===== config.mk =====
export PLATFORM = sky130hd
export DESIGN_NAME = sprite_ram_loader
export DESIGN_NICKNAME = d
export VERILOG_FILES = /design/src/rtl/sprite_ram_loader.sv
export SDC_FILE = /design/constraint.sdc
export NUM_CORES = 1
export LEC_CHECK = 0
export ABC_AREA = 0
export CORE_ASPECT_RATIO = 2
export CORE_UTILIZATION = 50
export DETAILED_ROUTE_END_ITERATION = 6
export HOLD_SLACK_MARGIN = 0.02
export PLACE_DENSITY = 0.84
export REMOVE_ABC_BUFFERS = 1
export SYNTH_ARGS = -nofsm -noshare
export SYNTH_HDL_FRONTEND = slang
export SYNTH_SLANG_ARGS = --single-unit

===== constraint.sdc =====
create_clock -name clk -period 4.9 [get_ports clk]
set_clock_uncertainty 0.05 [all_clocks]
set_input_delay 0.735 -clock clk [delete_from_list [all_inputs] [get_ports clk]]
set_output_delay 0.735 -clock clk [all_outputs]
set_load 0.1 [all_outputs]

===== src/rtl/sprite_ram_loader.sv =====
// ============================================================================
// sprite_ram_loader : unpacks two-pixel source words into a sprite RAM
// Revision 1.0 : initial release
// ============================================================================
`default_nettype none

module sprite_ram_loader #(
  parameter int DATA_WIDTH = 12,
  parameter int ADDR_WIDTH = 10
) (
  input  logic                    clk,
  input  logic                    reset_n,
  input  logic                    start,
  input  logic                    abort,
  input  logic [ADDR_WIDTH-1:0]   base_addr,
  input  logic [ADDR_WIDTH:0]     len,
  input  logic                    s_valid,
  input  logic [2*DATA_WIDTH-1:0] s_data,
  output logic                    s_ready,
  output logic                    we,
  output logic [ADDR_WIDTH-1:0]   addr_w,
  output logic [DATA_WIDTH-1:0]   din,
  output logic                    busy,
  output logic                    done
);

  typedef enum logic [1:0] {
    IDLE    = 2'd0,
    LOAD_LO = 2'd1,
    LOAD_HI = 2'd2,
    DONE    = 2'd3
  } state_t;

  localparam logic [ADDR_WIDTH:0] MAX_LEN = {1'b1, {ADDR_WIDTH{1'b0}}};
  localparam logic [ADDR_WIDTH:0] ONE     = {{ADDR_WIDTH{1'b0}}, 1'b1};

  state_t                  state_q, state_d;
  logic [ADDR_WIDTH-1:0]   ptr_q, ptr_d;
  logic [ADDR_WIDTH:0]     rem_q, rem_d;
  logic [DATA_WIDTH-1:0]   hold_q, hold_d;
  logic                    we_q, we_d;
  logic [ADDR_WIDTH-1:0]   addr_q, addr_d;
  logic [DATA_WIDTH-1:0]   din_q, din_d;
  logic                    done_q, done_d;
  logic                    s_ready_q, s_ready_d;
  logic                    busy_q, busy_d;

  always_comb begin
    state_d = state_q;
    ptr_d   = ptr_q;
    rem_d   = rem_q;
    hold_d  = hold_q;
    we_d    = 1'b0;
    addr_d  = addr_q;
    din_d   = din_q;
    done_d  = 1'b0;

    case (state_q)
      IDLE: begin
        if (start) begin
          if (len == '0) begin
            state_d = DONE;
            done_d  = 1'b1;
          end else begin
            ptr_d   = base_addr;
            // Lengths beyond the RAM depth are clamped to one full pass
            rem_d   = (len > MAX_LEN) ? MAX_LEN : len;
            state_d = LOAD_LO;
          end
        end
      end

      LOAD_LO: begin
        if (abort) begin
          state_d = IDLE;
        end else if (s_valid) begin
          we_d   = 1'b1;
          addr_d = ptr_q;
          din_d  = s_data[DATA_WIDTH-1:0];
          hold_d = s_data[2*DATA_WIDTH-1:DATA_WIDTH];
          ptr_d  = ptr_q + 1'b1;
          rem_d  = rem_q - 1'b1;
          if (rem_q == ONE) begin
            state_d = DONE;
            done_d  = 1'b1;
          end else begin
            state_d = LOAD_HI;
          end
        end
      end

      LOAD_HI: begin
        if (abort) begin
          state_d = IDLE;
        end else begin
          we_d   = 1'b1;
          addr_d = ptr_q;
          din_d  = hold_q;
          ptr_d  = ptr_q + 1'b1;
          rem_d  = rem_q - 1'b1;
          if (rem_q == ONE) begin
            state_d = DONE;
            done_d  = 1'b1;
          end else begin
            state_d = LOAD_LO;
          end
        end
      end

      DONE: begin
        state_d = IDLE;
      end

      default: begin
        state_d = IDLE;
      end
    endcase

    // Status outputs are registered from the next state so they track state_q exactly
    s_ready_d = (state_d == LOAD_LO);
    busy_d    = (state_d != IDLE);
  end

  always_ff @(posedge clk) begin
    if (!reset_n) begin
      state_q   <= IDLE;
      ptr_q     <= '0;
      rem_q     <= '0;
      hold_q    <= '0;
      we_q      <= 1'b0;
      addr_q    <= '0;
      din_q     <= '0;
      done_q    <= 1'b0;
      s_ready_q <= 1'b0;
      busy_q    <= 1'b0;
    end else begin
      state_q   <= state_d;
      ptr_q     <= ptr_d;
      rem_q     <= rem_d;
      hold_q    <= hold_d;
      we_q      <= we_d;
      addr_q    <= addr_d;
      din_q     <= din_d;
      done_q    <= done_d;
      s_ready_q <= s_ready_d;
      busy_q    <= busy_d;
    end
  end

  assign s_ready = s_ready_q;
  assign we      = we_q;
  assign addr_w  = addr_q;
  assign din     = din_q;
  assign busy    = busy_q;
  assign done    = done_q;

endmodule

`default_nettype wire


* Yosys cells after proc, flatten, opt, wreduce, memory -nomap -nowiden
Index checks and enable logic that the tools add are counted.
Storage, ports and cells: bits in registers 61, bits of input ports 50, output and inout bits 26, word-level logic and storage cells 72
Cells by class: $add $sub $neg 2, $lt $le $gt $ge 1, equal/unequal tests 10, mux-type cells 40, bitwise logic cells 1, reductions and logical operators 8
Operators with widths (count):
- $mux 10 | 8
- $mux 11 | 6
- $mux 12 | 3
- $pmux 11 s3 | 1
- $pmux 10 s3 | 1
- $pmux 12 s2 | 1
- $pmux 10 s2 | 1
- $mux 2 | 6
- $eq 11x1->1 const B | 1
- $gt 11x11->1 const B | 1
- $logic_not 11->1 | 1
- $sub 11x1->11 const B | 1
- $add 10x1->10 const B | 1
- $mux 1 | 10
- $ne 2x2->1 const B | 5
- $pmux 2 s4 | 1
- $reduce_and 6->1 | 1
- $eq 2x1->1 const B | 2
- $eq 2x2->1 const B | 2
- $reduce_and 4->1 | 1
- $reduce_bool 2->1 | 2
- $pmux 1 s3 | 1
- $reduce_and 3->1 | 1
- $reduce_bool 3->1 | 1
- other kinds (3) | 3

* Logic depth before layout (Yosys ltp)
depth after elaboration 6, depth in mapped cells 8, depth with buffers taken out 6

* Worst setup path after synthesis
OpenSTA, ideal clock, no wires.
kind input -> register, start input len[5], end register rem_q[5], setup time 119 ps, arrival 1748 ps, required time 4731 ps, slack 2983 ps, cell stages on the path 5, path buffers 1, cells stage by stage nor4_4 > a41o_2 > buf_6 > a211oi_1 > o221a_1
On the way: longest elaborated chain between the ends 5, elaborated cells between the ends (all ways) 8, those cells by class order compare: 1; eq/ne: 1; mux: 4; reduce/logical: 2
RTL lines:
- start: declaration | line 16 | input logic [ADDR_WIDTH:0] len,
- $gt 11x11->1 | line 67 | rem_d = (len > MAX_LEN) ? MAX_LEN : len;
- $mux 11 | line 67
- $mux 11 | line 61 | if (len == '0) begin
- $mux 11 | line 60 | if (start) begin
- $pmux 11 s3 | line 58 | case (state_q)
- end signal: assignment | line 139 | rem_q <= rem_d;
- end: declaration | line 39 | logic [ADDR_WIDTH:0] rem_q, rem_d;
Several ways; a longest one is shown, not always the timed one. The select of a mux whose other input is x is not followed. A chain may end at the register's enable or synchronous reset.

* Final worst setup path
start register state_q[0], end register ptr_q[6]
On the way: longest elaborated chain between the ends 3, elaborated cells between the ends (all ways) 11, those cells by class eq/ne: 7; mux: 1; reduce/logical: 3
RTL lines:
- start: declaration | line 37 | state_t state_q, state_d;
- start signal: assignment | line 137 | state_q <= state_d;
- $eq 2x1->1, or another cell as far along | line 58
- $ne 2x2->1 (no line) or $reduce_bool 3->1 (tied branches)
- $reduce_and 6->1 (no line)
- end signal: assignment | line 138 | ptr_q <= ptr_d;
- end: declaration | line 38 | logic [ADDR_WIDTH-1:0] ptr_q, ptr_d;
Several ways; a longest one is shown, not always the timed one.

==> impl_metrics.ini <==
[setup_path]
crit_start = state_q[0]
reg2reg_depth = 6
crit_type = reg2reg
rrSetupSlack_ps = 2040
crit_path_end_kind = register
critPathCapture = ptr_q[6]
r2r-end = ptr_q[6]
setup.worst_path.start_class = register
worstPathArrival_ps = 3040
r2r_start = state_q[0]
crit_fanout = 17
crit_required_ps = 5080

[floorplanning]
rows = 41
io_pins = 76
dieWidth_um = 59.10
die_y_um = 116.2
initial_core_util = 0.5168
die-area_um2 = 6867
core_um2 = 6310

[global_route]
grt_antenna_before_repair = 0
grt_usage = 0.2835
grt_pass1_vias = 3157
grt_overflow = 0
grt_pass1_wl_mm = 14.52
grt_max_degree = 36

[logic_synthesis]
async_flop_share = 0
yosysWarnings = 0
ys_ff_latch = 61
synth_top_flop_cell = dfxtp_1
synth_area_um2 = 3261
synth.distinct_cells = 63
synth_edf_count = 0
synth-seq-area-share = 0.3745
syn_inst = 384
avgSynthCellArea_um2 = 8.491

[pwr]
p_switching_uw = 450.4
vdd_drop_max_uv = 296.3
p_comb_frac = 0.205
power_frac_clock = 0.429
switching_share = 0.2952
p_leak_uw = 0.001495
powerDensity_nw_per_um2 = 352.7
p_int_uw = 1075
seqPwrFrac = 0.366
total_power_uw = 1525

[clocking]
h-tree-depth = 3
cts_setup_buffers = 0
worst_skew_pair.late_latency_ps = 340
cts_resized = 0
cts_tree = built
hold_buffers = 0
root_buffer = clkbuf_16
cts.sinks = 61
cts_inserted_buffers = 9
path_clk_slew_ps = 50
clockBufferDepth = 2

[routing]
post_drt_wl_per_cell_um = 16.50
vias_per_cell = 5.965
drt_iter0_markers = 126
drt_first_pass_iters = 4
drt_wl_total_mm = 8.876
antenna_left = 0
num_vias = 3209
drc = 0

[finish]
final_cell_mix = 75 x clkdlybuf4s50_1, 63 x nand2_1, 61 x dfxtp_1
final-seq-area_um2 = 1221
nFillCells = 510
synthToLayoutAreaGrowth_pct = 32.66
multi_input_area_um2 = 1856
drive_gt1_frac = 0.09071
final_common_cell = clkdlybuf4s50_1
nets = 506
n_antenna_cell = 0

[sta]
period_minus_slack_ps = 2863
finalSetupViolCount = 0
post-route-period-util = 0.5843
fmax_ghz = 0.3493
rsz0062_at_grt = false
timing.hold.ws_ps = 404.6
slew_viol_final = 0
slew_headroom = 0.3307
fin_tns_setup_ps = 0
hold_violations = 0
worst_slew_pin_slew_ps = 1001

[flow_run]
cap_violations = 0

[worst_hold_path]
hp-class = reg2reg

[placement]
dp_hpwl_mm = 6.118
numPortBuffers = 75
routabilityCongestion = 0.9093

[run_status]
status = complete, no violations
[power by group through the flow]
stage / clock network [uW] / registers (uW) / logic, uW
after detailed placement: 0 / 568 / 307
final: 655 / 558 / 312
after global placement: 0 / 567 / 301
after floorplan: 0 / 610 / 155
after CTS: 660 / 558 / 310
after global routing: 679 / 563 / 335
[worst min path at each step]
stage	slack, ps	depth (start not counted)	from	end
2_1_floorplan	390	2	hold_q[0]	hold_q[0]
3_3_place_gp	390	2	hold_q[1]	hold_q[1]
3_5_place_dp	400	2	addr_w[6]	addr_w[6]
4_1_cts	410	2	addr_w[6]	addr_w[6]
5_1_grt	420	2	addr_w[5]	addr_w[5]
6_report	400	2	hold_q[3]	hold_q[3]
[layout make-up]
cell class              instances  area share
clock buffers                  12     0.05930
clock inverters                 4     0.01273
inverters                      13     0.01128
multi-input cells             283      0.4290
flip-flops and latches         61      0.2823
well taps                      86     0.02488
repair buffers                 79      0.1805
[worst max-delay path: stages (launching register included)]
cell and delay, ps:
dfxtp_1 370, inv_1 120, ha_1 770, a21oi_2 140
o21ai_1 760, a21oi_4 180, a2111oi_2 360
[cells by family after synthesis]
family | synth area share
simple gates | 0.2318
compound gates | 0.2602
flops | 0.3745
buf+inv | 0.05641
mux | 0.03991
fa+ha+maj | 0.03454
xor+xnor | 0.002687
[synth_stat cells, drive strengths merged (9+ instances only)]
| cell type | n | area, um^2 |
|---|---|---|
| inv | 13 | 48.80 |
| mux2i | 13 | 130.1 |
| clkbuf | 14 | 56.31 |
| nand3 | 11 | 55.05 |
| a211oi | 16 | 120.1 |
| a221oi | 9 | 85.08 |
| nand2 | 63 | 236.5 |
| ha | 9 | 112.6 |
| a21oi | 38 | 209.0 |
| buf | 13 | 78.82 |
| nor2 | 24 | 90.09 |
| dfxtp | 61 | 1221 |
[registers in the layout (all words and copies together) (netlist names)]
| signal | cells |
|---|---|
| din | 12 |
| hold_q | 12 |
| rem_q | 11 |
| addr_w | 10 |
| ptr_q | 10 |
| state_q | 2 |
| busy | 1 |
| done | 1 |
| s_ready | 1 |
| we | 1 |
[per-stage QoR]
step                      cells  area, um^2  utilization  setup WS, ps
after global placement      522        4014       0.6361          1877
after global routing        538        4325       0.6855          1814
after CTS                   538        4325       0.6855          2007
after detailed placement    522        4014       0.6361          1768
after floorplan             357        3126            -          2496
final                       538        4325       0.6855          2037
[layer usage]
layer	vias up	global-route usage	share of wire
li1	1545	-	-
met1	1505	0.2966	0.36
met2	126	0.5159	0.56
met3	33	0.05759	0.055
met4	0	0.1476	0.034
met5	-	0	0
Power figures use the tool's default switching activity.
